`config.mk`:
```
export PLATFORM = sky130hd
export DESIGN_NAME = muldiv_seq_flat
export DESIGN_NICKNAME = d
export VERILOG_FILES = /design/src/rtl/muldiv_pkg.sv /design/src/rtl/muldiv_seq_if.sv /design/src/rtl/muldiv_step.sv /design/src/rtl/muldiv_seq.sv /design/src/flat_wrapper.sv
export SDC_FILE = /design/constraint.sdc
export NUM_CORES = 1
export LEC_CHECK = 0
export ABC_AREA = 1
export BUFFER_PORTS_ARGS = -buffer_cell sky130_fd_sc_hd__clkbuf_2
export CORE_UTILIZATION = 40
export DETAILED_ROUTE_END_ITERATION = 12
export SYNTH_ARGS = -nofsm -noshare
export SYNTH_HDL_FRONTEND = slang
export SYNTH_SLANG_ARGS = --single-unit
```
`constraint.sdc`:
```
create_clock -name clk -period 4.1 [get_ports clk]
set_input_delay 0.82 -clock clk [delete_from_list [all_inputs] [get_ports clk]]
set_output_delay 0.82 -clock clk [all_outputs]
set_load 0.1 [all_outputs]
```
`src/rtl/muldiv_pkg.sv`:
```
// Shared types and op encodings for the iterative multiply/divide sequencer.
// The ALU decoder reuses the MULDIV_OP_* constants.
package muldiv_pkg;

  localparam logic [1:0] MULDIV_OP_MUL   = 2'b00;
  localparam logic [1:0] MULDIV_OP_MULHU = 2'b01;
  localparam logic [1:0] MULDIV_OP_DIVU  = 2'b10;
  localparam logic [1:0] MULDIV_OP_REMU  = 2'b11;

  typedef enum logic [1:0] {
    MUL   = MULDIV_OP_MUL,
    MULHU = MULDIV_OP_MULHU,
    DIVU  = MULDIV_OP_DIVU,
    REMU  = MULDIV_OP_REMU
  } muldiv_op_t;

  typedef enum logic [1:0] {
    IDLE = 2'b00,
    RUN  = 2'b01,
    DONE = 2'b10
  } muldiv_state_t;

  function automatic logic op_is_div(muldiv_op_t op);
    return (op == DIVU) || (op == REMU);
  endfunction

endpackage

```
`src/rtl/muldiv_seq_if.sv`:
```
// Request/response bundle between the core and the multiply/divide sequencer.
interface muldiv_seq_if #(parameter int unsigned WIDTH = 32);

  logic             start;
  logic             flush;
  logic [1:0]       op;
  logic [WIDTH-1:0] src_a;
  logic [WIDTH-1:0] src_b;
  logic             busy;
  logic             done;
  logic [WIDTH-1:0] result;

  modport master (
    output start, flush, op, src_a, src_b,
    input  busy, done, result
  );

  modport slave (
    input  start, flush, op, src_a, src_b,
    output busy, done, result
  );

endinterface

```
`src/rtl/muldiv_step.sv`:
```
// One radix-2 iteration: shift-add for multiply, restoring subtract for divide.
// hi is the upper accumulator half / partial remainder, lo the multiplier / dividend-quotient.
module muldiv_step #(
  parameter int unsigned WIDTH = 32
) (
  input  logic             is_div,
  input  logic [WIDTH-1:0] hi_in,
  input  logic [WIDTH-1:0] lo_in,
  input  logic [WIDTH-1:0] opnd,
  output logic [WIDTH-1:0] hi_out,
  output logic [WIDTH-1:0] lo_out
);

  logic [WIDTH:0] sum;
  logic [WIDTH:0] shifted;
  logic [WIDTH:0] diff;
  logic           nonneg;

  always_comb begin
    sum     = {1'b0, hi_in} + (lo_in[0] ? {1'b0, opnd} : '0);
    shifted = {hi_in, lo_in[WIDTH-1]};
    diff    = shifted - {1'b0, opnd};
    nonneg  = ~diff[WIDTH];
    if (is_div) begin
      hi_out = nonneg ? diff[WIDTH-1:0] : shifted[WIDTH-1:0];
      lo_out = {lo_in[WIDTH-2:0], nonneg};
    end else begin
      // Carry out of the add shifts down into the upper half.
      hi_out = sum[WIDTH:1];
      lo_out = {sum[0], lo_in[WIDTH-1:1]};
    end
  end

endmodule

```
`src/rtl/muldiv_seq.sv`:
```
// Iterative MUL/MULHU/DIVU/REMU sequencer, WIDTH cycles per operation.
// Optional macro MULDIV_EARLY_OUT_EN: zero-operand / divide-by-zero cases finish immediately.
module muldiv_seq
  import muldiv_pkg::*;
#(
  parameter int unsigned WIDTH = 32
) (
  input logic         clk,
  input logic         reset,
  muldiv_seq_if.slave bus
);

  localparam int unsigned CW = $clog2(WIDTH);

  muldiv_state_t    state, state_nx;
  muldiv_op_t       op_q, op_in;
  logic [CW-1:0]    cnt;
  logic [WIDTH-1:0] hi, lo, opnd;
  logic [WIDTH-1:0] hi_nx, lo_nx;
  logic [WIDTH-1:0] result_q, final_val, early_val;
  logic             accept, early, last, is_div_in, is_div_q;

  assign op_in    = muldiv_op_t'(bus.op);
  assign accept   = (state == IDLE) && bus.start && !bus.flush;
  assign last     = (cnt == CW'(WIDTH - 1));
  assign is_div_q = op_is_div(op_q);

  always_comb begin
    is_div_in = op_is_div(op_in);
`ifdef MULDIV_EARLY_OUT_EN
    early = is_div_in ? (bus.src_b == '0) : ((bus.src_a == '0) || (bus.src_b == '0));
`else
    early = 1'b0;
`endif
    case (op_in)
      DIVU:    early_val = '1;
      REMU:    early_val = bus.src_a;
      default: early_val = '0;
    endcase
  end

  muldiv_step #(.WIDTH(WIDTH)) u_step (
    .is_div (is_div_q),
    .hi_in  (hi),
    .lo_in  (lo),
    .opnd   (opnd),
    .hi_out (hi_nx),
    .lo_out (lo_nx)
  );

  always_comb begin
    case (op_q)
      MUL, DIVU: final_val = lo_nx;
      default:   final_val = hi_nx;
    endcase
  end

  always_ff @(posedge clk or negedge reset) begin
    if (!reset) state <= IDLE;
    else        state <= state_nx;
  end

  always_comb begin
    state_nx = state;
    case (state)
      IDLE: if (accept) state_nx = early ? DONE : RUN;
      RUN: begin
        if (bus.flush)  state_nx = IDLE;
        else if (last)  state_nx = DONE;
      end
      DONE:    state_nx = IDLE;
      default: state_nx = IDLE;
    endcase
  end

  always_ff @(posedge clk or negedge reset) begin
    if (!reset) begin
      op_q     <= MUL;
      cnt      <= '0;
      hi       <= '0;
      lo       <= '0;
      opnd     <= '0;
      result_q <= '0;
    end else if (accept) begin
      op_q <= op_in;
      cnt  <= '0;
      hi   <= '0;
      lo   <= is_div_in ? bus.src_a : bus.src_b;
      opnd <= is_div_in ? bus.src_b : bus.src_a;
      if (early) result_q <= early_val;
    end else if (state == RUN) begin
      hi  <= hi_nx;
      lo  <= lo_nx;
      cnt <= cnt + CW'(1);
      if (last && !bus.flush) result_q <= final_val;
    end
  end

  assign bus.busy   = (state != IDLE);
  assign bus.done   = (state == DONE) && !bus.flush;
  assign bus.result = result_q;

endmodule

```
`src/flat_wrapper.sv`:
```
// flat-port wrapper written by rule: the top's interface ports become plain ports
module muldiv_seq_flat import muldiv_pkg::*;
#(
  parameter int unsigned WIDTH = 32
)
  (clk, reset, bus_start, bus_flush, bus_op, bus_src_a, bus_src_b, bus_busy, bus_done, bus_result);
  muldiv_seq_if #(.WIDTH(WIDTH)) bus_i ();
  input logic clk;
  input logic reset;
  input wire logic [$bits(bus_i.start)-1:0] bus_start;
  input wire logic [$bits(bus_i.flush)-1:0] bus_flush;
  input wire logic [$bits(bus_i.op)-1:0] bus_op;
  input wire logic [$bits(bus_i.src_a)-1:0] bus_src_a;
  input wire logic [$bits(bus_i.src_b)-1:0] bus_src_b;
  output wire logic [$bits(bus_i.busy)-1:0] bus_busy;
  output wire logic [$bits(bus_i.done)-1:0] bus_done;
  output wire logic [$bits(bus_i.result)-1:0] bus_result;
  assign bus_i.start = bus_start;
  assign bus_i.flush = bus_flush;
  assign bus_i.op = bus_op;
  assign bus_i.src_a = bus_src_a;
  assign bus_i.src_b = bus_src_b;
  assign bus_busy = bus_i.busy;
  assign bus_done = bus_i.done;
  assign bus_result = bus_i.result;
  muldiv_seq #(.WIDTH(WIDTH)) u_core (.clk(clk), .reset(reset), .bus(bus_i));
endmodule
```
==> results.sh <==
export IMPL_antenna_found_initial=0
export IMPL_rows=65
export IMPL_slowest_stage="dfrtp_1"
export IMPL_r2r_start="u_core.opnd[0]"
export IMPL_wl_um=49680
export IMPL_crit_path_frequent_cell="nand2_1"
export IMPL_synth_seq_area_share_pct=26.71
export IMPL_finalHoldViolCount=0
export IMPL_vias=13750
export IMPL_place_gp_congestion=1.034
export IMPL_clock_sinks=137
export IMPL_synth_most_common_cell="nand2_1"
export IMPL_reg2reg_depth=18
export IMPL_post_cts_buffers=0
export IMPL_critical_path_buf_inv_count=1
export IMPL_core_area_um2=31560
export IMPL_cp_data_required_time_ns=4.43
export IMPL_ios=104
export IMPL_routed_via_density=5.259
export IMPL_grt_usage_pct=30.54
export IMPL_placedCellCount=2582
export IMPL_clock_path_buffers=2
export IMPL_worstHoldEndpoint="u_core.bus.result[3]"
export IMPL_ys_types=49
export IMPL_ff2ff_setup_slack_ns=0.95
export IMPL_syn_nets=2271
export IMPL_drive_gt1_share_pct=9.629
export IMPL_slew_headroom_pct=31.04
export IMPL_finalCritPeriodShare_pct=76.79
export IMPL_hold_path_startpoint="u_core.bus.result[3]"
export IMPL_synth_edf_count=0
export IMPL_syn_inst=2133
export IMPL_slowest_delay_ns=0.47
export IMPL_area_growth_pct=11.62
export IMPL_syn_area_per_cell_um2=6.017
export IMPL_crit_path_max_fanout=34
export IMPL_first_pass_iters=5
export IMPL_setup_viol=0
export IMPL_p_per_area_nw_per_um2=670.2
export IMPL_cts_root_buf="clkbuf_16"
export IMPL_worst_slew_pin_slew_ns=1.034
export IMPL_end_kind="register"
export IMPL_initial_core_util_pct=40.67
export IMPL_hpwlAfterDp_um=39530
export IMPL_die_h_um=181.1
export IMPL_hold_path_depth=2
export IMPL_ir_drop_mv=0.4015
export IMPL_drv_cap=0
export IMPL_fin_crit_ns=3.148
export IMPL_synth_top_area_share_pct=26.71
export IMPL_slew_violations=0
export IMPL_cp_cell_sequence="ha_1, fa_1, inv_1, nand2_1, nand2_1, nand3_1, nand2_2, nand2_2, nand2_2, nand2_4, nand2_4, nand2_4, nand2_8, nand2_1, nand2_1, nand3_1, nand2_1, nand2_1"
export IMPL_fin_skew_ns=0.01586
export IMPL_netlist_area_um2=12830
export IMPL_hp_class="reg -> reg"
export IMPL_yosysTopAreaCell="dfrtp_1"
export IMPL_drcViolationCount=0
export IMPL_cp_arrival_ns=3.48
export IMPL_yosys_register_bits=137
export IMPL_worstSetupPathType="reg -> reg"
export IMPL_cts_clk_slew_worst_paths_ns=0.06
export IMPL_p_leak_nw=8.161
export IMPL_antenna_left=0
export IMPL_rsz0062_at_grt="false"
export IMPL_cts_resized=0
export IMPL_final_setup_tns_ns=0
export IMPL_grt_overflow=0
export IMPL_cts_tree="yes"
export IMPL_netlist_top_cells_count="nand2_1, inv_1, nand3_1, o21ai_0, nor2_1"
export IMPL_cts_hold_buf=0
export IMPL_synthTopCellsByArea="dfrtp_1, nand2_1, inv_1"
export IMPL_synth_flop_cell="dfrtp_1"
export IMPL_grt_pass1_vias=12820
export IMPL_fp_dieW_um=181.1
export IMPL_cts_buffers=17
export IMPL_clk_latency_ns=0.44
export IMPL_num_antenna_cells=0
export IMPL_wl_per_cell_um=19.01
export IMPL_drt_iter0_drc=1411
export IMPL_synth_warning_count=0
export IMPL_dieArea_um2=32800
export IMPL_grt_max_degree=106
export IMPL_final_cells=2614
export IMPL_grt_pass1_wl_um=75940
export IMPL_status="complete, no violations"
export IMPL_fin_nets=2337
export IMPL_cts_max_level=4
export IMPL_cp_top_family="simple AND/OR/NAND/NOR gates"
export IMPL_max_freq_mhz=317.6
export IMPL_async_reset_ff_share_pct=100.0
export IMPL_buffer_ports_inserted=103
export IMPL_start_kind="register"
export IMPL_rr_endpoint="u_core.bus.result[31]"
cell usage in the layout, fill, tap and decap left out, types with 2 or more instances in the layout:
cell type   count
a21o_1          5
a21oi_1        68
a22o_1          2
a22oi_1        25
and2_1          4
and3_1          3
buf_4          17
bufinv_16       4
clkbuf_1        2
clkbuf_16      17
clkbuf_2      102
clkbuf_8        3
clkinvlp_4      3
dfrtp_1       135
fa_1            2
ha_1           66
inv_1         351
inv_2           6
mux2i_1         2
nand2_1       757
nand2_2        19
nand2_4         3
nand3_1       161
nand3_2        13
nand3b_1       12
nand4_1        12
nor2_1        145
nor2_2          3
nor3_1         13
nor4_1          2
o211ai_1       35
o21ai_0       156
o21ai_1        12
o21bai_1        5
o221ai_1        5
or2_2           9
xnor2_1         9
xor2_1          5
cells by family after synthesis:
kind of cell | Yosys count | share of synthesized area, %
AO/OA/AOI/OAI | 320 | 14.26
XOR/XNOR | 14 | 0.9555
adder cells (fa/ha/maj) | 68 | 6.747
buffers and inverters | 431 | 13.02
flip-flops | 137 | 26.71
multiplexers | 2 | 0.1560
AND/OR/NAND/NOR | 1161 | 38.15
stage by stage:
stage	hold slack (ns)	area, um^2	worst slack (ns)	power [mW]	util (%)
global placement	0.4645	13690	1.022	7.781	43.37
finish	0.4886	14330	0.9515	9.600	45.40
floorplan	0.4461	12830	0.3617	6.090	-
CTS	0.4856	14330	0.9812	9.569	45.40
detailed placement	0.4689	13690	1.001	7.820	43.37
global route	0.5191	14330	0.7544	10.37	45.40
how the worst max path moves through the flow:
| stage | startpoint | endpoint | slack (ns) | cells after the start |
|---|---|---|---|---|
| 6_report | u_core.opnd[0] | u_core.bus.result[31] | 0.95 | 18 |
| 4_1_cts | u_core.opnd[0] | u_core.bus.result[4] | 0.98 | 18 |
| 5_1_grt | u_core.lo[31] | u_core.bus.result[4] | 0.75 | 19 |
| 3_3_place_gp | u_core.opnd[0] | u_core.bus.result[28] | 1.02 | 18 |
| 2_1_floorplan | bus_flush | bus_done | 0.36 | 1 |
| 3_5_place_dp | u_core.opnd[0] | u_core.bus.result[28] | 1.00 | 18 |
metal layers:
| metal | track usage [%] | vias up | routed length (um) | share of wire [%] |
|---|---|---|---|---|
| met3 | 3.245 | 84 | 2442 | 4.9 |
| met1 | 40.59 | 6337 | 21920 | 44 |
| met5 | 0 | - | 0 | 0 |
| li1 | - | 6860 | - | - |
| met2 | 49.65 | 467 | 22940 | 46 |
| met4 | 14.31 | 0 | 2378 | 4.8 |
flip-flops by register name, indices dropped and copies added, names as in the netlist:
name,cells
u_core.bus.result,32
u_core.hi,32
u_core.lo,32
u_core.opnd,32
u_core.cnt,5
u_core.op_q,2
u_core.state,2
layout make-up:
cell class	instances	area, um^2
Clock buffer	22	474.2
Clock inverter	10	165.2
Fill cell	3392	17230
Inverter	357	1340
Multi-Input combinational cell	1565	7740
Sequential cell	137	3433
Tap cell	402	503.0
Timing Repair Buffer	121	669.4
power by group:
group / leakage, nW / switching [mW] / total [mW] / internal [mW]
logic: 6.08 / 4.00 / 5.81 / 1.80
clock network: 0.303 / 0.655 / 1.72 / 1.07
registers: 1.77 / 0.406 / 2.07 / 1.66
worst register-to-register path: stages (launching register included):
cell and delay (ns):
dfrtp_1 0.47, ha_1 0.29, fa_1 0.45, inv_1 0.13
nand2_1 0.05, nand2_1 0.07, nand3_1 0.09, nand2_2 0.13
nand2_2 0.07, nand2_2 0.09, nand2_4 0.09, nand2_4 0.09
nand2_4 0.19, nand2_8 0.32, nand2_1 0.11, nand2_1 0.12
nand3_1 0.13, nand2_1 0.11, nand2_1 0.05
Power figures use the tool's default switching activity.
